<file path="src/rtl/csr_issue_arbiter.sv">
// csr_issue_arbiter: shares the single-entry CSR buffer among the issue lanes in program order
module csr_issue_arbiter #(
   parameter int unsigned NR_LANES      = 4,
   parameter int unsigned STALL_CNT_W   = 16,
   parameter int unsigned TRANS_ID_BITS = 3
) (
   input  logic                              clk_i,
   input  logic                              rst_ni,
   input  logic                              flush_i,
   input  logic [NR_LANES-1:0]               lane_valid_i,
   input  logic [NR_LANES*64-1:0]            lane_operand_a_i,
   input  logic [NR_LANES*64-1:0]            lane_operand_b_i,
   input  logic [NR_LANES*TRANS_ID_BITS-1:0] lane_trans_id_i,
   output logic [NR_LANES-1:0]               lane_ready_o,
   output logic                              buf_valid_o,
   output logic [63:0]                       buf_operand_a_o,
   output logic [63:0]                       buf_operand_b_o,
   output logic [TRANS_ID_BITS-1:0]          buf_trans_id_o,
   input  logic                              buf_ready_i,
   input  logic                              commit_i,
   output logic                              buf_commit_o,
   output logic                              pending_o,
   output logic [STALL_CNT_W-1:0]            stall_cnt_o,
   output logic                              err_o
);
   localparam int unsigned SEL_W = NR_LANES > 1 ? $clog2(NR_LANES) : 1;
   typedef enum logic {IDLE, BUSY} state_e;
   state_e                 state_q;
   logic                   pending_q;
   logic                   err_q;
   logic [STALL_CNT_W-1:0] stall_cnt_q;
   logic [SEL_W-1:0]       sel;
   logic                   any_valid;
   logic                   can_issue;
   logic                   grant;
   assign any_valid    = |lane_valid_i;
   assign can_issue    = buf_ready_i & ~flush_i & (state_q == IDLE || commit_i);
   assign grant        = can_issue & any_valid;
   assign buf_valid_o  = grant;
   assign buf_commit_o = commit_i & (state_q == BUSY);
   assign pending_o    = pending_q;
   assign stall_cnt_o  = stall_cnt_q;
   assign err_o        = err_q;
   // pick the lowest-indexed valid lane (oldest op in program order)
   always_comb begin
      sel = '0;
      for (int i = NR_LANES - 1; i >= 0; i--)
         if (lane_valid_i[i]) sel = SEL_W'(i);
   end
   // a lane is ready only if no older lane is presenting an op, so at most one is taken
   always_comb begin
      logic blocked;
      blocked      = 1'b0;
      lane_ready_o = '0;
      for (int i = 0; i < NR_LANES; i++) begin
         lane_ready_o[i] = can_issue & ~blocked;
         blocked         = blocked | lane_valid_i[i];
      end
   end
   // forward the selected lane's payload, zeroed when no lane is valid
   always_comb begin
      buf_operand_a_o = any_valid ? lane_operand_a_i[int'(sel)*64 +: 64] : '0;
      buf_operand_b_o = any_valid ? lane_operand_b_i[int'(sel)*64 +: 64] : '0;
      buf_trans_id_o  = any_valid ? lane_trans_id_i[int'(sel)*TRANS_ID_BITS +: TRANS_ID_BITS] : '0;
   end
   // occupancy FSM plus saturating stall counter and sticky stray-commit flag
   always_ff @(posedge clk_i or negedge rst_ni) begin
      if (!rst_ni) begin
         state_q     <= IDLE;
         pending_q   <= 1'b0;
         stall_cnt_q <= '0;
         err_q       <= 1'b0;
      end else begin
         if (flush_i) begin
            state_q   <= IDLE;
            pending_q <= 1'b0;
         end else if (grant) begin
            state_q   <= BUSY;
            pending_q <= 1'b1;
         end else if (state_q == BUSY && commit_i) begin
            state_q   <= IDLE;
            pending_q <= 1'b0;
         end
         if (commit_i && state_q == IDLE) err_q <= 1'b1;
         if (any_valid && !grant && !flush_i && !(&stall_cnt_q)) stall_cnt_q <= stall_cnt_q + 1'b1;
      end
   end
endmodule

</file>
<file path="config.mk">
export PLATFORM = sky130hd
export DESIGN_NAME = csr_issue_arbiter
export DESIGN_NICKNAME = d
export VERILOG_FILES = /design/src/rtl/csr_issue_arbiter.sv
export SDC_FILE = /design/constraint.sdc
export NUM_CORES = 1
export LEC_CHECK = 0
export ABC_AREA = 1
export CAP_MARGIN = 40
export CORE_AREA = 2 2 269 271
export DETAILED_ROUTE_END_ITERATION = 10
export DIE_AREA = 0 0 271 273
export SYNTH_ARGS = -nofsm -noshare
export SYNTH_HDL_FRONTEND = slang
export SYNTH_SLANG_ARGS = --single-unit
</file>
<file path="constraint.sdc">
create_clock -name clk_i -period 2.55 [get_ports clk_i]
set_input_delay 0.3825 -clock clk_i [delete_from_list [all_inputs] [get_ports clk_i]]
set_output_delay 0.3825 -clock clk_i [all_outputs]
set_load 0.03 [all_outputs]
</file>
# Word-level counts from Yosys, hierarchy flattened
# Index checks and enable logic that the tools add are counted.
[word_totals]
ff_bits = 18
in_bits = 533
output_inout_bits = 155
word_cells = 44
[classes]
add_sub_neg = 1
n_mul = 1
shift = 3
n_mux = 10
n_bitwise = 14
reduce_logical = 12
[op_table]
columns = ["operator", "count"]
rows = [
  ["variable part select 256 x 9 -> 64 bit", 2],
  ["two-way mux 64 bit", 2],
  ["adder 16 x 1 -> 16 bit, second input constant", 1],
  ["AND reduction 16 bit", 1],
  ["variable part select 12 x 5 -> 3 bit", 1],
  ["two-way mux 2 bit", 4],
  ["AND 1 bit", 7],
  ["logical AND 1 bit", 5],
  ["inverter 1 bit", 5],
  ["multiplier 2 x 2 -> 4 bit, second input constant", 1],
  ["OR reduction 4 bit", 1],
  ["logical NOT 1 bit", 3],
  ["two-way mux 1 bit", 3],
  ["two-way mux 3 bit", 1],
  ["nonzero test 3 bit", 1],
  ["bitwise OR 1 bit", 2],
  ["logical OR 1 bit", 1],
]

# Depth between registers and ports, before layout
[depth]
ltp_word = 8
depth_mapped = 10
mapped_depth_nobuf = 9

# Worst setup path before layout
# Ideal clock, no wire load.
[synth_timing]
path_type = "in2out"
startpoint = "input port lane_valid_i[2]"
endpoint = "output port buf_operand_b_o[10]"
arrival_time_ns = 1.623
t_required_ns = 2.168
path_slack_ns = 0.544
cell_stages = 10
n_path_buf = 3
path_cell_list = "inv_1 nand2_1 nand2_2 buf_6 buf_6 buf_4 nand3_1 nand2_1 nand2_1 a21oi_1"
[synth_between]
elab_chain_cells = 5
elab_cells_between_ends = 6
cone_classes = "shift (1); mux (4); reduce/logical (1)"
[synth_rtl]
columns = ["item", "line", "source"]
rows = [
  ["start: declaration", "10", "input logic [NR_LANES-1:0] lane_valid_i,"],
  ["two-way mux 2 bit (3 in a row)", "48", "if (lane_valid_i[i]) sel = SEL_W'(i);"],
  ["variable part select 256 x 9 -> 64 bit", "63", "buf_operand_b_o = any_valid ? lane_operand_b_i[int'(sel)*64 +: 64] : '0;"],
  ["two-way mux 64 bit *", "63", ""],
  ["end: declaration", "17", "output logic [63:0] buf_operand_b_o,"],
]
# Mark *: on every way between the ends. The rest lies on a longest branch, timed or not.

# Worst setup path after layout
[layout_timing]
startpoint = "input port lane_valid_i[0]"
endpoint = "output port buf_operand_b_o[51]"
[layout_between]
elab_chain_cells = 3
elab_cells_between_ends = 4
cone_classes = "shift (1); mux (2); reduce/logical (1)"
[layout_rtl]
columns = ["item", "line"]
rows = [
  ["two-way mux 2 bit", "48"],
  ["variable part select 256 x 9 -> 64 bit", "63"],
  ["two-way mux 64 bit *", "63"],
]
# Marked as above.

==> key figures <==
Status
  – Status: finished, final reports clean

GRT
  – Tot GR Track Use: 16.3%
  – Global-route wire length before repair: 87.9 mm
  – Total global routing overflow: 0
  – Initial antenna violation count: 39
  – Largest net degree at the start of global routing: 53
  – Number of global-route vias before repair: 12,700

Floorplanning
  – Core area: 71,000 um2
  – Initial core utilization: 10.3%
  – Die ar.: 74,000 um2
  – I/O pin total: 688
  – Die Width: 271 um
  – # rows: 98
  – Die height: 273 um

Synthesis
  – Post-Synthesis Mean Instance Area: 4.96 um2
  – Synth cell types: 26
  – Share of the synthesized area in the top cell type: 30.4%
  – Most common cell in the netlist: nand2_1
  – Register area share after synthesis: 6.13%
  – Synth top cells by count: 595 x nand2_1, 270 x nand3_1, 150 x inv_1
  – Cells taking the most area after synthesis: nand2_1 30%, nand3_1 18%, nand3b_1 14%, a21oi_1 8.9%, inv_1 7.7%
  – Ys flop type: dfrtp_1
  – Asr flop ratio synth: 100%
  – Synthesized cell area: 7350 um2
  – Number of synthesized flops with an enable pin: 0
  – Yosys warnings: 0
  – Cells after Synth: 1,482
  – #FFs+latches synth: 18
  – Cell taking the most area after synthesis: nand2_1
  – Synth Net Count: 2,016

Power
  – Worst VDD drop: 0.000232 V
  – Leakage: 0.00811 uW
  – Power Total: 4940 uW
  – Power per cell area: 281 nW/um2

Clocking
  – CTS Hold Bufs: 0
  – H-tree depth: 1
  – Clock-pin slew on the worst setup and hold paths: 0.05 ns
  – Max Buffers Root-to-Sink: 2
  – Root buffer cell: clkbuf_16
  – # clock sinks: 18
  – Clk Latency, worst-skew pair: 0.25 ns
  – CTS Buf Count: 3
  – CTS tree: built

STA
  – Clock skew: 0.00337 ns
  – WHS: 0.465 ns
  – TNS Setup: 0 ns
  – Final setup violating endpoints: 0
  – Period minus WS final: 2.47 ns
  – Slew of the pin with the lowest slew margin: 0.595 ns
  – Max Slew Vio Count: 0
  – Fmax achieved: 0.404 GHz
  – Final hold violations: 0
  – Max-slew headroom: 60.2%
  – Period utilisation layout: 97.1%

Place
  – Gp weighted congestion: 0.944
  – IO Port Bufs: 687
  – Placed Cells: 3,158
  – Detailed-placement wirelength estimate: 54.3 mm

Job
  – Number of max-cap violations: 0

Detailed routing
  – Starting DRC count in detailed routing: 894
  – Final WL: 64.8 mm
  – DR WL/cell: 20.3 um
  – Post-route antenna net violation count: 0
  – DRC: 0
  – Via Count: 13,000
  – Drt via density: 4.07
  – Drt pass-1 iters: 8

Setup path
  – Worst setup EP type: output pin
  – Worst Setup Start Kind: primary input
  – Worst Path Required: 2.17 ns
  – Worst R2R Setup Slack: 0.82 ns
  – CP arrival: 2.09 ns
  – Critical Setup Path Class: primary input to output pin
  – Worst Path Max Fanout: 24

Final layout
  – Layout cells sized above 1: 17.5%
  – Nets: 2,763
  – Area Growth Syn to Fin: 139%
  – Final Util: 24.7%
  – Fin cells: 3,191

Min path
  – Hold WC Path Type: primary input to asynchronous set/reset pin
repair_timing:
action	4_1_cts	5_1_grt
endpoints found under the hold margin	0	0
pin swaps	13	6
buffers inserted	5	2
gates cloned	8	1
gates resized for setup	73	16
endpoints found under the setup margin	128	68
worst max-delay path, stage by stage:
cell and delay, ns:
dlygate4sd2_1 0.27, nor2_2 0.16, inv_2 0.07, nor2_4 0.20
buf_6 0.14, inv_6 0.04, buf_12 0.14, buf_12 0.17
nand3_1 0.12, a21oi_2 0.08, buf_4 0.14, buf_12 0.13
per-layer routing:
layer  up-vias  track usage [%]  wire [um]
li1       6255                -          -
met1      5849             17.8      23900
met2       731             29.4      32100
met3       113             5.75       6920
met4        30             4.80       1700
met5         -                0        177
layout make-up:
cell class                 instances  area [um2]
antenna                           14        35.0
clock buffer                       3        75.1
fill                            7885       53400
inverter                         152         593
multi-input combinational       1183        5800
sequential                        18         450
tap                              950        1190
timing repair buffer             871        9410
sequential cells by signal, indices dropped and copies added (netlist names):
name / flops
err_o: 1
stall_cnt_o: 16
state_q: 1
where the power goes:
group / switching, uW / leakage, uW / internal, uW
sequential: 76.3 / 0.000235 / 331
clock: 108 / 0.0000371 / 206
combinational: 2040 / 0.00784 / 2170
stage by stage:
step	setup WS, ns	area, um2
global route	-0.0172	17500
detailed placement	-0.311	16800
CTS	0.0175	17400
floorplan	0.544	7350
finish	0.0751	17600
global placement	-0.300	16800
cells by family after synthesis:
logic type	count (synthesis)	share of synthesized area [%]
buf+inv	282	18.3
compound gates	139	9.72
xor+xnor	5	0.596
fa+ha+maj	1	0.170
flops	18	6.13
simple gates	1037	65.1
final timing paths:
check                           startpoint  cells past startpoint                  end
hold reg to reg                      err_o                      1                err_o
setup / recovery           lane_valid_i[0]                     12  buf_operand_b_o[51]
setup reg to reg            stall_cnt_o[0]                      9      stall_cnt_o[11]
min in group clk_i                   err_o                      1                err_o
max in group asynchronous           rst_ni                      2       stall_cnt_o[6]
hold / removal                      rst_ni                      2       stall_cnt_o[2]
cells in the final DEF (no fill, tap or decap), types with 2 or more instances in the layout:
cell type / count
a21oi_1: 101
a21oi_2: 29
buf_12: 93
buf_16: 9
buf_4: 199
buf_6: 13
buf_8: 2
bufbuf_16: 3
clkbuf_16: 4
clkdlybuf4s50_1: 547
dfrtp_1: 18
diode_2: 14
dlygate4sd2_1: 3
inv_1: 147
inv_2: 2
inv_6: 2
nand2_1: 589
nand2_2: 6
nand2_8: 3
nand3_1: 258
nand3_2: 13
nand3b_1: 135
nand4_1: 4
nor2_1: 23
nor2_2: 3
nor2_4: 2
nor3_1: 2
o21ai_0: 2
o21ai_2: 4
xor2_1: 5
Note: power is estimated with default switching activity, not from simulation.
